$ cat config.mk
export PLATFORM = sky130hd
export DESIGN_NAME = multicycle_main_control
export DESIGN_NICKNAME = d
export VERILOG_FILES = /design/src/rtl/multicycle_main_control.sv
export SDC_FILE = /design/constraint.sdc
export NUM_CORES = 1
export LEC_CHECK = 0
export ABC_AREA = 1
export BUFFER_PORTS_ARGS = -buffer_cell sky130_fd_sc_hd__buf_2
export CAP_MARGIN = 20
export CORE_UTILIZATION = 25
export CTS_CLUSTER_DIAMETER = 60
export CTS_CLUSTER_SIZE = 25
export DETAILED_ROUTE_END_ITERATION = 10
export PLACE_DENSITY = 0.61
export SETUP_SLACK_MARGIN = 0.3
export SKIP_LAST_GASP = 1
export SYNTH_ARGS = -nofsm -noshare
export SYNTH_HDL_FRONTEND = slang
export SYNTH_SLANG_ARGS = --single-unit
$ cat constraint.sdc
create_clock -name clk -period 1.6 [get_ports clk]
set_input_delay 0 -clock clk [delete_from_list [all_inputs] [get_ports clk]]
set_output_delay 0 -clock clk [all_outputs]
set_load 0.1 [all_outputs]
$ cat src/rtl/multicycle_main_control.sv
// +--------------------------------------------------------------------------+
// | multicycle_main_control: main control FSM for a multicycle MIPS datapath |
// | Rev 1.0 - initial release                                                 |
// +--------------------------------------------------------------------------+
`default_nettype none

module multicycle_main_control #(
  parameter logic [5:0] OP_RTYPE = 6'd0,
  parameter logic [5:0] OP_LW    = 6'd35,
  parameter logic [5:0] OP_SW    = 6'd43,
  parameter logic [5:0] OP_BEQ   = 6'd4,
  parameter logic [5:0] OP_J     = 6'd2,
  parameter logic [5:0] OP_ADDI  = 6'd8,
  parameter logic [5:0] OP_ANDI  = 6'd12,
  parameter logic [5:0] JR_FUNCT = 6'd8
) (
  input  logic       clk,
  input  logic       reset,
  input  logic [5:0] Op,
  input  logic [5:0] Funct,
  input  logic       mem_ready,
  output logic       PCWrite,
  output logic       PCWriteCond,
  output logic       IorD,
  output logic       MemRead,
  output logic       MemWrite,
  output logic       IRWrite,
  output logic       MemtoReg,
  output logic [1:0] PCSource,
  output logic [1:0] ALUOp,
  output logic       ALUSrcA,
  output logic [1:0] ALUSrcB,
  output logic       RegWrite,
  output logic       RegDst,
  output logic [3:0] state,
  output logic       illegal_op
);

  typedef enum logic [3:0] {
    FETCH  = 4'd0,
    DECODE = 4'd1,
    MEMADR = 4'd2,
    MEMRD  = 4'd3,
    MEMWB  = 4'd4,
    MEMWR  = 4'd5,
    EXEC   = 4'd6,
    RWB    = 4'd7,
    BRANCH = 4'd8,
    JUMP   = 4'd9,
    IEXEC  = 4'd10,
    IWB    = 4'd11,
    JR     = 4'd12
  } state_t;

  state_t cur_state;

  assign state = cur_state;

  // Next-state sequencing and the registered illegal-opcode pulse.
  always_ff @(posedge clk) begin
    if (reset) begin
      cur_state  <= FETCH;
      illegal_op <= 1'b0;
    end else begin
      illegal_op <= 1'b0;
      case (cur_state)
        FETCH: begin
          if (mem_ready) cur_state <= DECODE;
        end
        DECODE: begin
          if (Op == OP_RTYPE) begin
            cur_state <= (Funct == JR_FUNCT) ? JR : EXEC;
          end else if (Op == OP_LW || Op == OP_SW) begin
            cur_state <= MEMADR;
          end else if (Op == OP_BEQ) begin
            cur_state <= BRANCH;
          end else if (Op == OP_J) begin
            cur_state <= JUMP;
          end else if (Op == OP_ADDI || Op == OP_ANDI) begin
            cur_state <= IEXEC;
          end else begin
            cur_state  <= FETCH;
            illegal_op <= 1'b1;
          end
        end
        MEMADR: cur_state <= (Op == OP_LW) ? MEMRD : MEMWR;
        MEMRD: begin
          if (mem_ready) cur_state <= MEMWB;
        end
        MEMWB:  cur_state <= FETCH;
        MEMWR: begin
          if (mem_ready) cur_state <= FETCH;
        end
        EXEC:   cur_state <= RWB;
        RWB:    cur_state <= FETCH;
        BRANCH: cur_state <= FETCH;
        JUMP:   cur_state <= FETCH;
        IEXEC:  cur_state <= IWB;
        IWB:    cur_state <= FETCH;
        JR:     cur_state <= FETCH;
        default: cur_state <= FETCH;
      endcase
    end
  end

  logic pc_write_raw;
  logic pc_write_cond_raw;
  logic mem_write_raw;
  logic ir_write_raw;
  logic reg_write_raw;

  // Datapath controls decoded from the current state; FETCH is Mealy on mem_ready.
  always_comb begin
    pc_write_raw      = 1'b0;
    pc_write_cond_raw = 1'b0;
    mem_write_raw     = 1'b0;
    ir_write_raw      = 1'b0;
    reg_write_raw     = 1'b0;
    IorD              = 1'b0;
    MemRead           = 1'b0;
    MemtoReg          = 1'b0;
    PCSource          = 2'b00;
    ALUOp             = 2'b00;
    ALUSrcA           = 1'b0;
    ALUSrcB           = 2'b00;
    RegDst            = 1'b0;
    case (cur_state)
      FETCH: begin
        MemRead      = 1'b1;
        ALUSrcB      = 2'b01;
        ir_write_raw = mem_ready;
        pc_write_raw = mem_ready;
      end
      DECODE: begin
        ALUSrcB = 2'b11;
      end
      MEMADR: begin
        ALUSrcA = 1'b1;
        ALUSrcB = 2'b10;
      end
      MEMRD: begin
        MemRead = 1'b1;
        IorD    = 1'b1;
      end
      MEMWB: begin
        reg_write_raw = 1'b1;
        MemtoReg      = 1'b1;
      end
      MEMWR: begin
        mem_write_raw = 1'b1;
        IorD          = 1'b1;
      end
      EXEC: begin
        ALUSrcA = 1'b1;
        ALUOp   = 2'b10;
      end
      RWB: begin
        reg_write_raw = 1'b1;
        RegDst        = 1'b1;
      end
      BRANCH: begin
        ALUSrcA           = 1'b1;
        ALUOp             = 2'b01;
        pc_write_cond_raw = 1'b1;
        PCSource          = 2'b01;
      end
      JUMP: begin
        pc_write_raw = 1'b1;
        PCSource     = 2'b10;
      end
      IEXEC: begin
        ALUSrcA = 1'b1;
        ALUSrcB = 2'b10;
        ALUOp   = (Op == OP_ANDI) ? 2'b11 : 2'b00;
      end
      IWB: begin
        reg_write_raw = 1'b1;
      end
      JR: begin
        pc_write_raw = 1'b1;
        PCSource     = 2'b11;
        ALUOp        = 2'b10;
      end
      default: begin
      end
    endcase
  end

  // Architectural write enables are suppressed for the whole reset interval.
  assign PCWrite     = pc_write_raw      & ~reset;
  assign PCWriteCond = pc_write_cond_raw & ~reset;
  assign MemWrite    = mem_write_raw     & ~reset;
  assign IRWrite     = ir_write_raw      & ~reset;
  assign RegWrite    = reg_write_raw     & ~reset;

endmodule

`default_nettype wire

==> impl_metrics.toml, run 1 <==
[place]
dpl_cell_area_um2 = 1130
dp_hpwl_mm = 1.59
gp_congestion = 0.845
number_of_placed_cells_counting_well_taps = 178
portBuffers = 35
dp_worst_setup_slack_ns = 0.257

[finish]
finish.cell_count_without_fillers = 193
antennaDiodeCount = 0
fin_nets = 181
drive_above_1_share_pct = 60.0
area_growth_from_synthesis_to_layout_pct = 143
postLayoutCellArea_um2 = 1400
layout.cells.most_common_list = "nand2_1, buf_2, nor2_1"

[global_route]
overflow = 0
track_usage_pct = 18.0
grt_pass1_vias = 854
maximum_number_of_pins_on_one_net_before_global_route_repair = 11
grt_first_pass_wirelength_mm = 3.50
antenna_found_initial = 0

[die]
num_rows = 17
dieArea_um2 = 2500
chipHeight_um = 50.0
fp.dieW_um = 50.0
top_level_ports = 36
placeableCoreArea_um2 = 2190
initial_utilization_pct = 26.3

[clock_network]
cts_inserted_buffers = 3
cts_tree = "yes"
worst_setup_hold_path_clk_slew_ns = 0.04
postCtsHoldBufs = 0
cts.sinks = 5
cts.path.max_buffers = 2
clkLatencyLatePin_ns = 0.23
htreeDepth = 1
cts-root-buf = "clkbuf_4"

[power]
clock_power_share_pct = 24.1
sequentialPowerShare_pct = 22.8
worst_ir_drop_vdd_uv = 413
power.net_switching_w = 0.000262
power_switching_share_pct = 45.0
pwr-share-comb_pct = 53.1
intPower_w = 0.000320
total_power_w = 0.000581
powerDensity_nw_per_um2 = 415
power.leakage_nw = 0.690

[detailed_routing]
dr_total_vias = 868
antenna_left = 0
drt_total_wl_mm = 2.19
drcViolationCount = 0
wl_per_cell_um = 11.3
dr.pass1.iters = 4
initial_detailed_routing_violation_count = 9
via_per_inst = 4.50

[timing]
drv_slew = 0
maxSlewHeadroom_pct = 67.6
post_route_worst_setup_slack_ns = 0.202
post-route-period-util_pct = 87.4
maxClockFrequency_ghz = 0.715
finalHoldViolations = 0
finalSetupViolCount = 0
rsz0062_at_grt = "true"
period_needed_ns = 1.40
worst_hold_slack_ns = 0.150
worst-slew-pin-transition_ns = 0.489
finalClockSkew_ns = 0.00239

[setup_path]
critPathMaxFanout = 4
worst-r2r-setup-slack_ns = 0.38
path_class = "register to output port"
timing.reg2reg.worst_path_depth = 8
crit_required_ns = 1.60
worstSetupStartpointType = "register"
r2r-end = "state[2]"
worst-endpoint-arrival_ns = 1.40
crit_path_end_kind = "output port"
crit-reg2reg-launch = "state[0]"

[synth]
synth.distinct_cells = 17
synth.net_count = 132
postSynthCellCount = 117
postSynthRegisterBits = 5
ys_seq_area_share_pct = 17.4
mean_cell_area_of_the_mapped_netlist_um2 = 4.93
ys_warnings = 0
synth_area_um2 = 577

[run_status]
status = "complete, no violations"

[worst_hold_path]
timing.hold.worst.class = "input port to register"
hold_path.startpoint = "mem_ready"
hold_path_depth = 4
hold_path_end = "state[2]"

[run]
max_cap_violations = 0
[cell usage after synthesis (all sizes together)]
| library cell | n | area [um^2] |
|---|---|---|
| nand2 | 33 | 124 |
| nor2 | 31 | 129 |
| inv | 22 | 82.6 |
| nand3 | 11 | 55.1 |
| a21oi | 6 | 30.0 |
| dfxtp | 5 | 100 |
| buf | 2 | 15.0 |
| nor3 | 2 | 10.0 |
| o21ai | 2 | 10.0 |
| a221oi | 1 | 8.76 |
| nand4 | 1 | 6.26 |
| or2 | 1 | 6.26 |
[worst max path at each step]
stage | from | end | slack, ns | cells past startpoint
after CTS | state[1] | PCWrite | 0.21 | 6
after global placement | state[1] | PCWrite | 0.29 | 6
after detailed placement | state[1] | PCWrite | 0.26 | 6
after global routing | state[0] | PCWrite | 0.15 | 6
after floorplan | state[2] | RegWrite | -0.12 | 3
final | state[0] | PCWrite | 0.20 | 6
[worst max-delay path: stages (launching register included)]
cell     delay, ns
dfxtp_4       0.36
nor2_4        0.18
nand2_4       0.09
nor2_4        0.13
a21oi_4       0.06
a21oi_4       0.15
buf_12        0.19
[power groups by stage]
stage,Combinational (W),Sequential (W),Clock (W)
6_report,0.000309,0.000132,0.000140
5_1_grt,0.000325,0.000133,0.000156
2_1_floorplan,0.000159,0.000167,0
3_3_place_gp,0.000264,0.000132,0
4_1_cts,0.000291,0.000132,0.000144
3_5_place_dp,0.000268,0.000133,0
[layout make-up]
type | instances | area [um^2]
clock buffers | 4 | 26.3
fillers | 192 | 790
inverters | 22 | 96.3
multi-input cells | 88 | 639
flip-flops and latches | 5 | 115
well taps | 28 | 35.0
repair buffers | 46 | 489
[what timing repair did]
action	in CTS	in global routing
setup endpoints to repair	16	16
resized for setup	28	17
buffers inserted	7	4
pin swaps	6	7
[kinds of logic (layout without fill, tap and decap cells)]
| group | Yosys count | in the layout | share of synthesized area [%] |
|---|---|---|---|
| flip-flops | 5 | 5 | 17.4 |
| buffers and inverters | 24 | 72 | 16.9 |
| AND/OR/NAND/NOR | 79 | 79 | 57.3 |
| AO/OA/AOI/OAI | 9 | 9 | 8.46 |
[registers in the layout (all words and copies together) (netlist names)]
signal and count:
illegal_op 1, state 4
[routing by layer]
metal | part of all wire [%] | track usage (%) | vias up
met5 | 0 | 0 | -
met4 | 1.5 | 3.81 | 0
met3 | 4.2 | 4.63 | 4
met2 | 57 | 36.0 | 31
met1 | 37 | 17.9 | 380
li1 | - | - | 453
[metrics by stage]
step | setup TNS [ns] | util (%)
2_1_floorplan | -0.231 | -
3_3_place_gp | 0 | 51.5
3_5_place_dp | 0 | 51.5
4_1_cts | 0 | 59.7
5_1_grt | 0 | 64.0
6_report | 0 | 64.0
(Power assumes the default switching activity.)
==> run 2: changes to the inputs <==
CORE_UTILIZATION = 44   (was 25)
PLACE_DENSITY = 0.91   (was 0.61)
==> impl_metrics.toml, run 2 <==
[place]
portBuffers = 35
number_of_placed_cells_counting_well_taps = 164
dpl_cell_area_um2 = 1110
dp_hpwl_mm = 2.38
dp_worst_setup_slack_ns = 0.181
gp_congestion = 0.890

[run_status]
status = "did not finish"
outcome.stop_stage = "clock tree synthesis (4_1_cts)"
firstError = "[ERROR DPL-0038] Utilization greater than 100%, impossible to legalize"

[clock_network]
cts.sinks = 5
postCtsHoldBufs = 0
postCtsSetupBuffers = 17
cts-root-buf = "clkbuf_4"
htreeDepth = 1
cts_resized = 44
cts_inserted_buffers = 3
cts.path.max_buffers = 2

[synth]
ys_top_cells_by_count = "nand2_1, nor2_1, inv_1"
synth.distinct_cells = 17
ys_seq_area_share_pct = 17.4
netlist_top_cells_area = "nand2_1, nor2_1, dfxtp_1"
postSynthCellCount = 117
synth_area_um2 = 577
synth_top_area_share_pct = 21.5
post-synth-top-area-cell = "nand2_1"
ys_warnings = 0
post-synth-top-count-cell = "nand2_1"
main_flop_type_after_synthesis = "dfxtp_1"
count_of_flip_flops_with_a_built_in_enable_after_synthesis = 0
synth.net_count = 132
postSynth.asyncResetShare_pct = 0
postSynthRegisterBits = 5
mean_cell_area_of_the_mapped_netlist_um2 = 4.93

[die]
num_rows = 12
top_level_ports = 36
fp.dieW_um = 38.2
chipHeight_um = 38.2
initial_utilization_pct = 49.9
==> run 2: cell counts after synthesis <==
No cell type changed its count.
==> run 2: cell families after synthesis <==
kind of cell | Yosys count | synth area share, %
AO/OA/AOI/OAI | 9 | 8.46
buffers and inverters | 24 | 16.9
flip-flops | 5 | 17.4
AND/OR/NAND/NOR | 79 | 57.3
==> run 2: per-stage QoR <==
| stage | TNS [ns] | hold WS [ns] | util [%] |
|---|---|---|---|
| 2_1_floorplan | -0.231 | 0.219 | - |
| 3_3_place_gp | 0 | 0.392 | 96.0 |
| 3_5_place_dp | 0 | 0.407 | 96.0 |
==> run 3: changes to the inputs <==
CORE_AREA = 2 2 63 65   (was not set)
CORE_UTILIZATION = not set   (was 44)
CTS_CLUSTER_DIAMETER = not set   (was 60)
CTS_CLUSTER_SIZE = not set   (was 25)
DIE_AREA = 0 0 65 67   (was not set)
PLACE_DENSITY = not set   (was 0.91)
PLACE_DENSITY_LB_ADDON = 0.15   (was not set)
SETUP_SLACK_MARGIN = not set   (was 0.3)
==> impl_metrics.toml, run 3 (synthesis gave the netlist of run 1 again) <==
[timing]
post-route-period-util_pct = 92.2
period_needed_ns = 1.48
finalSetupViolCount = 0
fin_setup_tns_ns = 0
rsz0062_at_grt = "false"
maxSlewHeadroom_pct = 67.5
finalClockSkew_ns = 0.000857
post_route_worst_setup_slack_ns = 0.124
drv_slew = 0
maxClockFrequency_ghz = 0.678
finalHoldViolations = 0
worst-slew-pin-transition_ns = 0.491

[global_route]
grt_first_pass_wirelength_mm = 3.48
grt_pass1_vias = 816
track_usage_pct = 10.0
antenna_found_initial = 0
maximum_number_of_pins_on_one_net_before_global_route_repair = 11
overflow = 0

[place]
portBuffers = 35
dp_worst_setup_slack_ns = 0.288
gp_congestion = 0.859
dp_hpwl_mm = 1.76
dpl_cell_area_um2 = 1070

[setup_path]
timing.reg2reg.worst_path_depth = 8
crit_required_ns = 1.60
crit_path_end_kind = "output port"
crit-reg2reg-launch = "state[0]"
path_class = "register to output port"
worst-endpoint-arrival_ns = 1.48
worstSetupStartpointType = "register"
critPathMaxFanout = 5
r2r-end = "state[2]"
worst-r2r-setup-slack_ns = 0.30

[die]
chipHeight_um = 67
placeableCoreArea_um2 = 3610
num_rows = 22
fp.dieW_um = 65
initial_utilization_pct = 16.0
top_level_ports = 36
dieArea_um2 = 4360

[power]
powerDensity_nw_per_um2 = 549
worst_ir_drop_vdd_uv = 254
power.leakage_nw = 0.573

[run_status]
status = "complete, no violations"

[clock_network]
htreeDepth = 1
clkLatencyLatePin_ns = 0.22
cts_inserted_buffers = 3
cts-root-buf = "clkbuf_8"
cts.sinks = 5
cts.path.max_buffers = 2
worst_setup_hold_path_clk_slew_ns = 0.03
postCtsHoldBufs = 0
cts_tree = "yes"

[finish]
drive_above_1_share_pct = 44.2
area_growth_from_synthesis_to_layout_pct = 94.6
fin_nets = 170
postLayoutCellArea_um2 = 1120
antennaDiodeCount = 0
final_common_cell = "nand2_1"
layout.cells.most_common_list = "nand2_1, buf_2, nor2_1"
largest_reg_flops = 4

[detailed_routing]
drt_total_wl_mm = 1.96
antenna_left = 0
wl_per_cell_um = 9.69
initial_detailed_routing_violation_count = 19
dr_total_vias = 819
via_per_inst = 4.05
drcViolationCount = 0
dr.pass1.iters = 4

[worst_hold_path]
hold_path.startpoint = "reset"
hold_path_end = "state[3]"
timing.hold.worst.class = "input port to register"
hold_path_depth = 2

[run]
max_cap_violations = 0
-- run 3: per-layer routing --
layer  share of wire [%]  vias to the layer above  GRT usage, %  wire length [um]
met5                   0                        -             0                 0
met4                   0                        0          3.99                 0
met3                 5.4                        0          2.20               106
met2                  49                       30          17.8               952
met1                  46                      354          11.7               898
li1                    -                      435             -                 -
-- run 3: cell type report --
type | count | area (um^2)
repair buffers | 35 | 343
flip-flops and latches | 5 | 115
multi-input cells | 88 | 473
clock buffers | 4 | 45.0
inverters | 22 | 86.3
well taps | 48 | 60.1
fillers | 417 | 2480
-- run 3: worst max path at each step --
stage	from	to	slack, ns	cells after the start
floorplan	state[2]	RegWrite	-0.21	3
global placement	state[0]	PCWrite	0.30	6
detailed placement	state[0]	state[2]	0.29	8
CTS	state[0]	PCWrite	0.05	6
global route	state[3]	ALUOp[1]	0.04	6
finish	state[0]	PCWrite	0.12	6
-- run 3: repair_timing --
action                                  in CTS  in global routing
endpoints found under the setup margin       0                  2
buffers inserted                             0                  0
gates resized for setup                      0                  2
-- run 3: per-stage QoR --
step | cells | total power (W) | utilization [%] | hold WS (ns)
floorplan | 117 | 0.000316 | - | 0.219
global route | 202 | 0.000662 | 31.1 | 0.202
CTS | 202 | 0.000627 | 31.0 | 0.178
global placement | 198 | 0.000389 | 29.7 | 0.409
finish | 202 | 0.000617 | 31.1 | 0.179
detailed placement | 198 | 0.000390 | 29.7 | 0.407
-- run 3: worst max-delay path: stages, from the launching register on --
cell	delay, ns
dfxtp_4	0.34
nor2_2	0.18
nand2_1	0.14
nor2_2	0.17
a21oi_4	0.07
a21oi_4	0.18
buf_12	0.19
-- run 3: power by group --
part	switching [W]	total, W	leakage, nW	internal (W)
combinational	0.000187	0.000257	0.506	0.0000701
sequential	0.00000432	0.000130	0.0437	0.000126
clock	0.0000586	0.000229	0.0228	0.000171
total	0.000250	0.000617	0.573	0.000367
